===== src/rtl/booth_pkg.sv =====
// Shared constants and state encoding for the sequential radix-4 Booth multiplier.
package booth_pkg;

   localparam int WIDTH  = 16;
   localparam int NDIG   = 8;
   localparam int CNT_W  = 3;
   localparam int PP_W   = 17;
   localparam int PROD_W = 32;

   typedef enum logic [1:0] {
      ST_IDLE = 2'd0,
      ST_CALC = 2'd1,
      ST_DONE = 2'd2
   } state_t;

endpackage


===== src/rtl/booth3bits.sv =====
// Radix-4 Booth partial-product encoder: one 3-bit multiplier window selects 0, +-a or +-2a.
module booth3bits
   import booth_pkg::*;
(
   input  logic [WIDTH-1:0] a,
   input  logic [2:0]       window,
   output logic [PP_W-1:0]  pp
);

   logic [PP_W-1:0] a_x;
   logic [PP_W-1:0] a_2x;

   assign a_x  = {a[WIDTH-1], a};
   assign a_2x = {a, 1'b0};

   always_comb begin
      pp = '0;
      case (window)
         3'b001, 3'b010: pp = a_x;
         3'b011:         pp = a_2x;
         3'b100:         pp = -a_2x;
         3'b101, 3'b110: pp = -a_x;
         default:        pp = '0;
      endcase
   end

endmodule


===== src/rtl/booth_seq_accum.sv =====
// Iterative 16x16 signed multiplier: one Booth digit per cycle, 8 digit cycles per product,
// valid/ready handshakes on operand and result sides.
module booth_seq_accum
   import booth_pkg::*;
(
   input  logic              clk,
   input  logic              rst,
   input  logic              in_valid,
   output logic              in_ready,
   input  logic [WIDTH-1:0]  a,
   input  logic [WIDTH-1:0]  b,
   output logic              out_valid,
   input  logic              out_ready,
   output logic [PROD_W-1:0] product,
   output logic              busy
);

   // Handshake rule: a transfer happens on a rising edge where valid and ready are both high;
   // the producer holds data stable while valid is high and ready is low.

   state_t             state;
   state_t             state_nx;
   logic [WIDTH-1:0]   a_r;
   logic [WIDTH:0]     b_ext;
   logic [CNT_W-1:0]   cnt;
   logic [PROD_W-1:0]  acc;

   logic [4:0]         sh_idx;
   logic [2:0]         window;
   logic [PP_W-1:0]    pp;
   logic               pp_sign;
   logic [PROD_W-1:0]  pp_ext;
   logic [PROD_W-1:0]  addend;
   logic               accept;
   logic               last_digit;

   booth3bits u_enc (
      .a      (a_r),
      .window (window),
      .pp     (pp)
   );

   assign sh_idx     = {1'b0, cnt, 1'b0};
   assign window     = b_ext[sh_idx +: 3];
   assign accept     = in_valid && in_ready;
   assign last_digit = (cnt == CNT_W'(NDIG - 1));

   // The 17-bit pp cannot tell +2^16 from -2^16, so the sign comes from the digit sign
   // and the multiplicand sign rather than from pp[16].
   assign pp_sign = (pp != '0) && (window[2] ^ a_r[WIDTH-1]);
   assign pp_ext  = {{(PROD_W - PP_W){pp_sign}}, pp};
   assign addend  = pp_ext << sh_idx;

   always_comb begin
      state_nx = state;
      case (state)
         ST_IDLE: if (in_valid) state_nx = ST_CALC;
         ST_CALC: if (last_digit) state_nx = ST_DONE;
         ST_DONE: if (out_ready) state_nx = ST_IDLE;
         default: state_nx = ST_IDLE;
      endcase
   end

   always_comb begin
      in_ready  = 1'b0;
      out_valid = 1'b0;
      busy      = 1'b0;
      case (state)
         ST_IDLE: in_ready = 1'b1;
         ST_CALC: busy = 1'b1;
         ST_DONE: begin
            out_valid = 1'b1;
            busy      = 1'b1;
         end
         default: ;
      endcase
   end

   always_ff @(posedge clk) begin
      if (rst) state <= ST_IDLE;
      else     state <= state_nx;
   end

   always_ff @(posedge clk) begin
      if (rst) begin
         a_r   <= '0;
         b_ext <= '0;
         cnt   <= '0;
         acc   <= '0;
      end else begin
         case (state)
            ST_IDLE: begin
               if (accept) begin
                  a_r   <= a;
                  b_ext <= {b, 1'b0};
                  cnt   <= '0;
                  acc   <= '0;
               end
            end
            ST_CALC: begin
               acc <= acc + addend;
               cnt <= cnt + 1'b1;
            end
            default: ;
         endcase
      end
   end

   assign product = acc;

endmodule


===== config.mk =====
export PLATFORM = sky130hd
export DESIGN_NAME = booth_seq_accum
export DESIGN_NICKNAME = d
export VERILOG_FILES = /design/src/rtl/booth_pkg.sv /design/src/rtl/booth3bits.sv /design/src/rtl/booth_seq_accum.sv
export SDC_FILE = /design/constraint.sdc
export NUM_CORES = 1
export LEC_CHECK = 0
export ABC_CLOCK_PERIOD_IN_PS = 8029
export CAP_MARGIN = 20
export CORE_ASPECT_RATIO = 0.9
export CORE_MARGIN = 2
export CORE_UTILIZATION = 55
export DETAILED_ROUTE_END_ITERATION = 6
export GPL_TIMING_DRIVEN = 0
export PLACE_DENSITY_LB_ADDON = 0.2
export SYNTH_ARGS = -nofsm -noshare
export SYNTH_HDL_FRONTEND = slang
export SYNTH_SLANG_ARGS = --single-unit

===== constraint.sdc =====
create_clock -name clk -period 8.03 [get_ports clk]
set_input_delay 0.803 -clock clk [delete_from_list [all_inputs] [get_ports clk]]
set_output_delay 0.803 -clock clk [all_outputs]
set_load 0.03 [all_outputs]

# Word-level counts from Yosys, hierarchy flattened
# Index checks and enable logic that the tools add are counted.
classes:
  n_reduce_logical: 11
  n_bitwise: 1
  eq_ne: 13
  n_shift: 2
  n_mux: 12
  add_sub_neg: 4
ops:
  columns: ["operator", "count"]
  rows:
  - ["case mux 17 bit (4 select lines)", 1]
  - ["case mux 32 bit (2 select lines)", 1]
  - ["negator 17 bit", 2]
  - ["adder 32 bit", 1]
  - ["two-way mux 32 bit", 1]
  - ["<< shifter 32 x 4 -> 32 bit", 1]
  - ["nonzero test 17 bit", 1]
  - ["variable part select 17 x 5 -> 3 bit", 1]
  - ["== test 3 bit (second input constant)", 4]
  - ["inequality test 2 bit (second input constant)", 4]
  - ["== test 3 x 2 -> 1 bit (second input constant)", 2]
  - ["two-way mux 2 bit", 3]
  - ["case mux 2 bit (3 select lines)", 1]
  - ["case mux 3 bit (2 select lines)", 1]
  - ["OR reduction 2 bit", 3]
  - ["AND reduction 2 bit", 2]
  - ["adder 3 x 1 -> 3 bit (second input constant)", 1]
  - ["== test 3 x 1 -> 1 bit (second input constant)", 1]
  - ["two-way mux 1 bit", 3]
  - ["two-way mux 3 bit", 1]
  - ["AND reduction 3 bit", 1]
  - ["== test 2 x 1 -> 1 bit (second input constant)", 1]
  - ["== test 2 bit (second input constant)", 1]
  - ["logical AND 1 bit", 2]
  - ["3 further kinds", 3]
word_totals:
  ff_bits: 69
  input_bits: 36
  elab_cells: 48
  out_inout_bits: 35

# Depth between registers and ports, before layout
# Gate-level depths: netlist of the first run.
logic_depth:
  ltp_word: 9
  mapped_depth: 27
  mapped_depth_nobuf: 25

# Cells and area by module
# Synthesis of the first run repeated with hierarchy kept, for this count alone.
unflattened:
  hier_cells: 779
  hier_area_um2: 5894.4
modules_own_cells:
  columns: ["module", "area_each_um2", "instances", "cells_each", "seq_area_each_um2"]
  rows:
  - ["booth_seq_accum", 4984.8, 1, 642, 1381.3]
  - ["booth3bits", 909.6, 1, 137, 0.0]

# Worst setup path before layout of the first run
# No wires, ideal clock.
synth_timing:
  path_type: "register to register"
  start: "register a_r[1]"
  end: "register acc[31] (netlist: product[31])"
  setup_slack_ps: 2311
  t_required_ps: 7955
  synth_period_minus_slack_ps: 5719
  n_path_buf: 2
  setup_ps: 75
  stages_incl_launch_ff: 25
  arrival_ps: 5645
  path_cell_list: "dfxtp_1 inv_1 ha_1 or4b_1 buf_2 or3_4 or4_4 a21oi_2 o22ai_2 nand2b_1 or4_1 o31a_1 buf_6 nand2b_1 a21boi_1 o21ai_1 ha_1 a2111oi_0 o211ai_1 a311o_1 a221o_1 a21oi_1 xor2_1 a21oi_1 o22ai_1"
synth_between:
  elab_chain_cells: 7
  word_cells_on_any_way: 8
  classes_between: "add/sub: 3; shift: 1; mux: 2; reduce/logical: 2"
synth_rtl:
  columns: ["item", "line", "source"]
  rows:
  - ["start, declared", "booth_seq_accum.sv:23", "logic [WIDTH-1:0] a_r;"]
  - ["start signal, assigned", "booth_seq_accum.sv:86", "a_r <= '0;"]
  - ["start signal, assigned", "booth_seq_accum.sv:94", "a_r <= a;"]
  - ["negator 17 bit, on equally long branches", "booth3bits.sv:22, booth3bits.sv:21", null]
  - ["case mux 17 bit (4 select lines) *", "booth3bits.sv:18", "case (window)"]
  - ["nonzero test 17 bit", "booth_seq_accum.sv:50", "assign pp_sign = (pp != '0) && (window[2] ^ a_r[WIDTH-1]);"]
  - ["logical AND 1 bit", "booth_seq_accum.sv:50", null]
  - ["<< shifter 32 x 4 -> 32 bit *", "booth_seq_accum.sv:52", "assign addend = pp_ext << sh_idx;"]
  - ["adder 32 bit *", "booth_seq_accum.sv:101", "acc <= acc + addend;"]
  - ["case mux 32 bit (2 select lines) *", "booth_seq_accum.sv:91", "case (state)"]
  - ["end signal, assigned", "booth_seq_accum.sv:101", null]
  - ["end, declared", "booth_seq_accum.sv:26", "logic [PROD_W-1:0] acc;"]
# Every way passes the cells marked *; elsewhere a longest branch is shown, timed or not.
# A chain may end at the register's enable or synchronous reset.

# Final worst setup path of the first run
layout_timing:
  start: "register cnt[2]"
  end: "register acc[31] (netlist: product[31])"
layout_between:
  elab_chain_cells: 9
  word_cells_on_any_way: 16
  classes_between: "add/sub: 1; eq/ne: 6; shift: 2; mux: 2; bitwise: 1; reduce/logical: 4"
layout_rtl:
  columns: ["item", "line", "source"]
  rows:
  - ["start, declared", "booth_seq_accum.sv:25", "logic [CNT_W-1:0] cnt;"]
  - ["start signal, assigned", "booth_seq_accum.sv:102", "cnt <= cnt + 1'b1;"]
  - ["variable part select 17 x 5 -> 3 bit", "booth_seq_accum.sv:44", "assign window = b_ext[sh_idx +: 3];"]
  - ["== test 3 bit, or another cell as far along", "booth3bits.sv:18", null]
  - ["OR reduction 2 bit", "booth3bits.sv:18", null]
  - ["case mux 17 bit (4 select lines)", "booth3bits.sv:18", null]
  - ["nonzero test 17 bit", "booth_seq_accum.sv:50", null]
  - ["logical AND 1 bit", "booth_seq_accum.sv:50", null]
  - ["<< shifter 32 x 4 -> 32 bit *", "booth_seq_accum.sv:52", null]
  - ["adder 32 bit *", "booth_seq_accum.sv:101", null]
  - ["case mux 32 bit (2 select lines) *", "booth_seq_accum.sv:91", null]
# Marks and branches as above.

==> results.cfg, run 1 <==
[critical_path]
crit_type = flop to flop
cpPeakStageDelay_ns = 0.79
cp-start-kind = flop
crit_chain = clkbuf_1, and3b_1, a211oi_1, nor3_1, nor2_1, a2bb2oi_1, nand4bb_1, or4_1, o31a_1, buf_6, nand2b_1, a21boi_1, o21ai_1, ha_1, a2111oi_0, o211ai_1, a311o_1, a221o_1, a21oi_1, xor2_1, a21oi_1, o22ai_1
cp_top_family = compound AO/OA/AOI/OAI gates
arrival_ns = 7.28
crit_path_end_kind = flop
worstPathMaxFanout = 10
critical_path_required_ns = 8.31
critical_path_buf_inv_count = 2
worst_path_max_delay_cell = nor3_1
path_common_cell = a21oi_1

[place]
io_buffers = 70
dpl.hpwl_um = 13710
place_congestion = 0.9713
pre_cts_slack_ns = 1.285

[yosys]
synth_top_area_cell = dfxtp_1
synth_flop_cell = dfxtp_1
ys_top_cells_by_area = dfxtp_1 23%, nand2_1 8.1%, ha_1 8.0%
synth_commonest_cells = 128 x nand2_1, 87 x a21oi_1, 69 x dfxtp_1, 64 x nor2_1, 41 x clkbuf_1
synth_top_cell_area_share_pct = 23.21
ys_types = 73
synth_edf_count = 0
yosys_warnings = 0
synth_most_common_cell = nand2_1
syn-num-nets = 871
syn-cell-area_mm2 = 0.005952
syn_inst = 796
synth-seq-area-share_pct = 23.21
avgSynthCellArea_um2 = 7.477
async_flop_share_pct = 0
yosys_register_bits = 69

[timing]
grt_setup_unrepaired = false
slew_viol_final = 0
relSlewSlack_pct = 36.10
final.min_clock_period_ns = 7.001
worstMarginPinSlew_ns = 0.9528
finalSetupViolCount = 0
fmax_ghz = 0.1428
fin_skew_ns = 0.01023
period_share_pct = 87.18
fin_setup_tns_ns = 0
fin_ws_ns = 1.029
finalHoldViolCount = 0

[power_and_ir_drop]
clkPwrFrac_pct = 20.0
p_int_mw = 1.174
switchingPower_mw = 1.063
ir_drop_mv = 0.1940
powerDensity_mw_per_mm2 = 312.9
p_leak_nw = 2.975
p_comb_share_pct = 60.2
power_frac_seq_pct = 19.8
p_sw_share_pct = 47.52

[routing]
dr.pass1.iters = 6
ant_nets = 0
finalWirelength_um = 18250
drtIter0Drc = 573
via_per_inst = 6.274
routed-via-count = 6368
avgRoutedWirePerCell_um = 17.98
drc = 0

[die]
die_h_um = 102.7
core-area_mm2 = 0.01068
start_util_pct = 55.75
die_width_um = 113.7
ios = 71
rows = 36
dieArea_mm2 = 0.01167

[layout]
insertedDiodeCount = 0
drive_above_1_share_pct = 5.669
syn2layout_area_growth_pct = 20.10
fin_util_pct = 66.96
multiInputGateArea_mm2 = 0.004263
nNetsFinal = 952
seqCellArea_mm2 = 0.001381
nFillCells = 950

[grt]
grt.overflow.total = 0
grt_first_pass_wirelength_um = 29410
antenna_found_initial = 0
grt_max_degree = 15
grtUsageTotal_pct = 31.74
grt_pass1_vias = 5977

[clock_network]
cts_tree = yes
clkTransAtPathRegs_ns = 0.06
cts.sinks = 69
ctsHoldBuffers = 0
cts_buffer_depth = 2
clock-root-buffer = clkbuf_16
htree_levels = 3
worst_skew_pair.late_latency_ns = 0.35
cts_buffers = 9
post_cts_resized = 0
cts_setup_buffers = 0

[worst_hold_path]
hp-class = flop to flop

[outcome]
outcome = complete, no violations

[run]
maxCapViolations = 0
-- state kept, by name, indices dropped and copies added (netlist names) --
name,flops
product,32
a_r,16
b_ext,16
cnt,3
state,2
-- layer usage --
layer	track usage, %	wire [um]	up-vias
met2	50.99	8179	272
met5	0	0	-
met3	5.938	1348	36
met4	12.29	422	0
li1	-	-	3050
met1	42.69	8298	3010
-- through the flow --
step	area, um^2	hold WS, ns	total power, mW	cells
floorplan	5952	0.4331	1.409	796
detailed placement	6819	0.4561	1.751	999
global route	7148	0.4867	2.377	1015
finish	7148	0.4657	2.237	1015
global placement	6819	0.4427	1.712	999
CTS	7148	0.4656	2.209	1015
-- cell type report --
type / instances / share of cell area, %
multi-input cells: 651 / 59.64
clock inverters: 7 / 1.453
well taps: 133 / 2.328
inverters: 19 / 0.9977
clock buffers: 9 / 3.151
repair buffers: 70 / 9.802
plain buffers: 57 / 3.308
flip-flops and latches: 69 / 19.32
-- placed cells by master (no fill, tap or decap), types with 4 or more instances in the layout --
master           count
nor3_1              10
o21bai_1             6
clkbuf_1            41
o21ai_0             32
a211oi_1             7
nor4_1               7
nand2_1            128
mux2_2              12
inv_1               19
a22oi_1             23
mux2i_1             18
buf_1                8
or3_1                4
a21o_1              21
ha_1                38
and2_1               5
o211ai_1             5
nand2b_1            13
nand3_1             10
clkdlybuf4s50_1     70
a22o_1              14
clkbuf_16            9
and4_1               4
buf_2                6
nor2_1              64
or4_1                5
a21oi_1             87
xor2_1              11
nor2b_1              5
dfxtp_1             69
o22ai_1             11
o21a_1               9
xnor2_1             31
mux4_2               4
a31oi_1              7
-- worst reg2reg max path: stages, from the launching register on --
cell and delay, ns:
dfxtp_1 0.46, clkbuf_1 0.44, and3b_1 0.30, a211oi_1 0.11
nor3_1 0.79, nor2_1 0.31, a2bb2oi_1 0.60, nand4bb_1 0.16
or4_1 0.51, o31a_1 0.26, buf_6 0.15, nand2b_1 0.14
a21boi_1 0.18, o21ai_1 0.08, ha_1 0.38, a2111oi_0 0.43
o211ai_1 0.24, a311o_1 0.37, a221o_1 0.35, a21oi_1 0.20
xor2_1 0.21, a21oi_1 0.09, o22ai_1 0.14
-- final timing paths --
path | startpoint | to | slack (ns) | cells after the start
worst max-delay path | cnt[2]$_SDFFE_PP0P_ | product[31]$_SDFFE_PP0P_ | 1.03 | 22
worst min-delay path | b_ext[6]$_SDFFE_PP0P_ | b_ext[6]$_SDFFE_PP0P_ | 0.47 | 2
worst max register to register | cnt[2]$_SDFFE_PP0P_ | product[31]$_SDFFE_PP0P_ | 1.03 | 22
worst min register to register | b_ext[6]$_SDFFE_PP0P_ | b_ext[6]$_SDFFE_PP0P_ | 0.47 | 2
-- cells by family after synthesis --
family                     Yosys count  share of synthesized area (%)
and+or+nand+nor                    274                          21.13
muxes                               35                          7.189
xor gates and xnor gates            42                          6.180
AOI/OAI and AO/OA                  261                          28.80
adders and majority gates           39                          8.325
buffers and inverters               76                          5.171
DFF                                 69                          23.21
-- power groups by stage --
stage,combinational [mW],sequential [mW],clock (mW)
after floorplan,0.938,0.472,0
after global placement,1.27,0.444,0
after detailed placement,1.30,0.448,0
after CTS,1.31,0.441,0.455
after global routing,1.46,0.449,0.465
final,1.35,0.443,0.448
No activity file was read; power rests on OpenSTA's default activity.
==> inputs of run 2 (changes only) <==
- ABC_CLOCK_PERIOD_IN_PS: 8029 -> 9100
- CORE_UTILIZATION: 55 -> 60
- clock period: 8.03 -> 9.1 ns (I/O delays scaled with it)
==> run 2 against run 1 <==
  * Die area decreased by 8.0%
  * Sequential cell count unchanged
  * Combinational power decreased by 11%
  * Critical endpoint unchanged
  * Setup slack improved by 1.2 ns
  * Hold slack got worse by 0.00071 ns
  * Sequential power decreased by 12%
  * Non-clock buffer count increased by 1
  * Clock power decreased by 44%
  * Register-to-register slack improved by 1.2 ns
  * Power decreased by 18%
  * Critical path depth increased by 3
==> results.cfg, run 2 (synthesized netlist as in run 1, its figures left out) <==
[timing]
final.min_clock_period_ns = 6.904
grt_setup_unrepaired = false
fin_setup_tns_ns = 0
fmax_ghz = 0.1449
fin_ws_ns = 2.196
slew_viol_final = 0
fin_skew_ns = 0.01095
finalHoldViolCount = 0
worstMarginPinSlew_ns = 0.9297
period_share_pct = 75.86
finalSetupViolCount = 0
relSlewSlack_pct = 37.64

[power_and_ir_drop]
p_sw_share_pct = 51.09
switchingPower_uw = 937.9
powerDensity_mw_per_mm2 = 262.0
p_comb_share_pct = 65.1
clkPwrFrac_pct = 13.6
ir_drop_mv = 0.2594
power_frac_seq_pct = 21.3
p_leak_nw = 2.909
p_int_uw = 897.7

[layout]
syn2layout_area_growth_pct = 17.70
largest_reg_flops = 32
fin_area_mm2 = 0.007005
mostFrequentLayoutCells = 128 x nand2_1, 87 x a21oi_1, 70 x clkdlybuf4s50_1
drive_above_1_share_pct = 5.776
nNetsFinal = 953
fin_util_pct = 72.54
layout_commonest_cell = nand2_1
insertedDiodeCount = 0

[die]
ios = 71
start_util_pct = 61.64
die_h_um = 98.49
die_width_um = 109.0
dieArea_mm2 = 0.01073
rows = 34
core-area_mm2 = 0.009657

[clock_network]
cts_buffer_depth = 2
post_cts_resized = 0
worst_skew_pair.late_latency_ns = 0.37
ctsHoldBuffers = 0
clock-root-buffer = clkbuf_8
cts_buffers = 9
htree_levels = 3
cts_tree = yes
clkTransAtPathRegs_ns = 0.09
cts_setup_buffers = 0
cts.sinks = 69

[critical_path]
worstPathMaxFanout = 10
crit_path_end_kind = flop
critical_path_required_ns = 9.40
arrival_ns = 7.20
cp-start-kind = flop
crit_type = flop to flop

[worst_hold_path]
hp-class = flop to flop

[routing]
drtIter0Drc = 690
drc = 0
via_per_inst = 6.401
avgRoutedWirePerCell_um = 18.11
routed-via-count = 6459
ant_nets = 0
dr.pass1.iters = 5
finalWirelength_um = 18280

[run]
maxCapViolations = 0

[grt]
grt_first_pass_wirelength_um = 30130
grtUsageTotal_pct = 35.12
grt_max_degree = 16
grt_pass1_vias = 6108
antenna_found_initial = 0
grt.overflow.total = 0

[place]
io_buffers = 70
pre_cts_slack_ns = 2.256
dpl.hpwl_um = 13880
place_congestion = 0.9718
place_area_mm2 = 0.006810

[outcome]
outcome = complete, no violations
-- run 2: cell types whose count changed in the layout (fill, tap and decap cells not counted), sizes merged --
| cell | delta |
|---|---|
| clkinvlp | +2 |
| clkinv | -1 |
| bufinv | -2 |
| inv | +1 |
| clkbuf | +1 |
-- run 2: metrics by stage --
stage          std cells  hold WS [ns]  power, mW
6_report            1009        0.4650      1.836
5_1_grt             1009        0.4890      1.962
4_1_cts             1008        0.4605      1.803
3_5_place_dp         992        0.4481      1.549
3_3_place_gp         992        0.4424      1.512
2_1_floorplan        796        0.4331      1.244
-- run 2: layer usage --
metal  share of wire [%]  routed length, um  GRT usage [%]  vias up
met5                   0                  0              0        -
met2                  45               8270          54.04      314
li1                    -                  -              -     3050
met4                 1.5                270          10.45        0
met1                  45               8187          49.47     3063
met3                 8.5               1548          7.275       32
-- run 2: cell type report --
type	instances	area (um^2)
multi-input cells	651	4263
fillers	754	2651
flip-flops and latches	69	1381
repair buffers	71	708.2
plain buffers	57	236.5
well taps	126	157.7
clock buffers	9	123.9
inverters	19	71.32
clock inverters	7	63.81
-- run 2: path summary, 6_finish.rpt --
check / slack, ns / cells after the start / to / from
worst max-delay path: 2.20 / 25 / product[31]$_SDFFE_PP0P_ / cnt[2]$_SDFFE_PP0P_
worst min-delay path: 0.46 / 2 / b_ext[2]$_SDFFE_PP0P_ / b_ext[2]$_SDFFE_PP0P_
worst max register to register: 2.20 / 25 / product[31]$_SDFFE_PP0P_ / cnt[2]$_SDFFE_PP0P_
worst min register to register: 0.46 / 2 / b_ext[2]$_SDFFE_PP0P_ / b_ext[2]$_SDFFE_PP0P_
-- run 2: power groups by stage --
stage / Clock [mW] / Combinational (mW) / Sequential (mW)
detailed placement: 0 / 1.15 / 0.395
global route: 0.265 / 1.30 / 0.395
finish: 0.249 / 1.20 / 0.390
floorplan: 0 / 0.828 / 0.416
CTS: 0.252 / 1.16 / 0.389
global placement: 0 / 1.12 / 0.392
-- run 2: worst max-delay path, cell delays in order (launching register included) --
cell and delay (ns):
dfxtp_1 0.46, clkbuf_1 0.44, mux4_2 0.43, mux2i_1 0.20, clkbuf_1 0.38, clkbuf_1 0.46
nor2_1 0.11, xnor2_1 0.22, o21ai_0 0.11, o21ai_0 0.53, o21a_1 0.22, nand2_1 0.06
o21ai_0 0.14, o22ai_1 0.15, ha_1 0.36, a21o_1 0.18, a21o_1 0.17, a21o_1 0.18
a32oi_1 0.41, o211ai_1 0.24, a311o_1 0.37, a221o_1 0.37, a21oi_1 0.19, xor2_1 0.20
a21oi_1 0.09, o22ai_1 0.15
==> inputs of run 3 (changes only) <==
- ABC_CLOCK_PERIOD_IN_PS: 9100 -> 6200
- CORE_UTILIZATION: 60 -> 52
- clock period: 9.1 -> 6.2 ns (I/O delays scaled with it)
==> run 3 against run 2 <==
  * Sequential cell count did not move
  * Non-clock buffer count grew 18
  * Combinational power increased by 58%
  * Sequential power grew 47%
  * Count of clock-buffer cells in the layout rose by 2
  * Die area grew 15%
  * Critical path type unchanged
==> results.cfg, run 3 (synthesized netlist as in run 1, its figures left out) <==
[timing]
finalHoldViolCount = 0
fmax_ghz = 0.1639
relSlewSlack_pct = 50.33
worstMarginPinSlew_ns = 0.7382
hold_ws_ns = 0.4593
final.min_clock_period_ns = 6.102
fin_skew_ns = 0.01471
slew_viol_final = 0
fin_ws_ns = 0.09798
finalSetupViolCount = 0
period_share_pct = 98.42

[routing]
drtIter0Drc = 548
ant_nets = 0
wl_met2_um = 8297
dr_wl_met3_um = 1450
drc = 0
via_per_inst = 6.014
routed-via-count = 6357
avgRoutedWirePerCell_um = 17.31
wl_met1_um = 8284
finalWirelength_um = 18300
dr.pass1.iters = 5
top_layer = met4

[die]
core-area_mm2 = 0.01130
rows = 37
ios = 71
die_h_um = 105.5
die_width_um = 116.8
start_util_pct = 52.69
dieArea_mm2 = 0.01232

[worst_hold_path]
hp-class = flop to flop

[place]
dpl.hpwl_um = 13540
pre_cts_slack_ns = -0.6583
place_area_mm2 = 0.006848
io_buffers = 70
place_congestion = 0.9114

[power_and_ir_drop]
p_leak_nw = 3.138
powerDensity_mw_per_mm2 = 392.9
ir_drop_mv = 0.2852
finalPower_mw = 2.978

[layout]
nFillCells = 988
multiInputGateArea_mm2 = 0.004527
mostFrequentLayoutCells = 128 x nand2_1, 84 x a21oi_1, 70 x clkdlybuf4s50_1
seqCellArea_mm2 = 0.001389
fin_area_mm2 = 0.007581
layout_commonest_cell = nand2_1
largest_reg_flops = 32
syn2layout_area_growth_pct = 27.37
drive_above_1_share_pct = 12.43
nNetsFinal = 971
fin_util_pct = 67.11
insertedDiodeCount = 0

[grt]
antenna_found_initial = 0
grt.overflow.total = 0
grt_max_degree = 14
grt_pass1_vias = 6036
grtUsageTotal_pct = 30.52
grt_first_pass_wirelength_um = 29930

[outcome]
outcome = complete, no violations

[critical_path]
cp-start-kind = flop
crit_path_end_kind = flop
crit_type = flop to flop
arrival_ns = 6.34
critical_path_required_ns = 6.44
worstPathMaxFanout = 7

[clock_network]
clkTransAtPathRegs_ns = 0.06
clock-root-buffer = clkbuf_16
cts.sinks = 69
cts_buffer_depth = 2
htree_levels = 3
worst_skew_pair.late_latency_ns = 0.35
cts_tree = yes
cts_buffers = 9
ctsHoldBuffers = 0

[run]
maxCapViolations = 0
## run 3: cell count changes in the layout (fill, tap and decap cells not counted), sizes merged
cell      change
clkinv        +1
buf          +23
clkbuf        -3
clkinvlp      -1
inv           -2
## run 3: stage by stage
stage           TNS, ns  std cells
2_1_floorplan         0        796
3_3_place_gp     -2.822       1022
3_5_place_dp     -4.051       1022
4_1_cts               0       1043
5_1_grt        -0.05057       1057
6_report              0       1057
## run 3: per-layer routing
layer | track usage, % | vias to the layer above
met4 | 7.227 | 0
met2 | 47.32 | 251
met3 | 7.591 | 23
met5 | 0 | -
met1 | 42.58 | 2993
li1 | - | 3090
## run 3: final timing paths
kind                              endpoint  slack, ns  cells past startpoint                   from
setup / recovery  product[28]$_SDFFE_PP0P_        0.1                     24    a_r[0]$_SDFFE_PP0P_
hold / removal       b_ext[2]$_SDFFE_PP0P_       0.46                      2  b_ext[2]$_SDFFE_PP0P_
setup reg to reg  product[28]$_SDFFE_PP0P_        0.1                     24    a_r[0]$_SDFFE_PP0P_
hold reg to reg      b_ext[2]$_SDFFE_PP0P_       0.46                      2  b_ext[2]$_SDFFE_PP0P_
## run 3: repair_timing
| item | in CTS | in global routing |
|---|---|---|
| endpoints found under the setup margin | 14 | 13 |
| buffers inserted | 5 | 15 |
| pin swaps | 8 | 27 |
| resized for setup | 29 | 55 |
## run 3: layout make-up
cell class,instances,share of cell area (%)
clock inverter,5,0.5611
timing repair buffer,90,11.22
buffer,56,3.433
inverter,19,0.9738
multi-input combinational,651,59.71
tap,156,2.575
sequential,69,18.32
clock buffer,11,3.202
## run 3: where the power goes
group / total [mW] / internal, mW / switching, mW
registers: 0.574 / 0.513 / 0.0606
logic: 1.90 / 0.750 / 1.15
clock network: 0.503 / 0.286 / 0.217
total: 2.98 / 1.55 / 1.43
## run 3: critical path, cell delays in order, from the launching register on
cell and delay, ns:
dfxtp_4 0.37, inv_2 0.07, ha_4 0.14, or4b_4 0.46
buf_6 0.14, or3_4 0.35, or4_4 0.52, o311a_1 0.35
o22ai_4 0.18, mux2i_1 0.15, mux2i_1 0.31, nor2_1 0.09
a21oi_1 0.22, ha_1 0.27, clkbuf_1 0.18, a211o_1 0.37
a21oi_4 0.21, o21ai_1 0.13, a221o_1 0.40, a211oi_2 0.34
o21a_1 0.23, o21bai_1 0.10, a21oi_2 0.15, xnor2_1 0.07
a22o_1 0.19
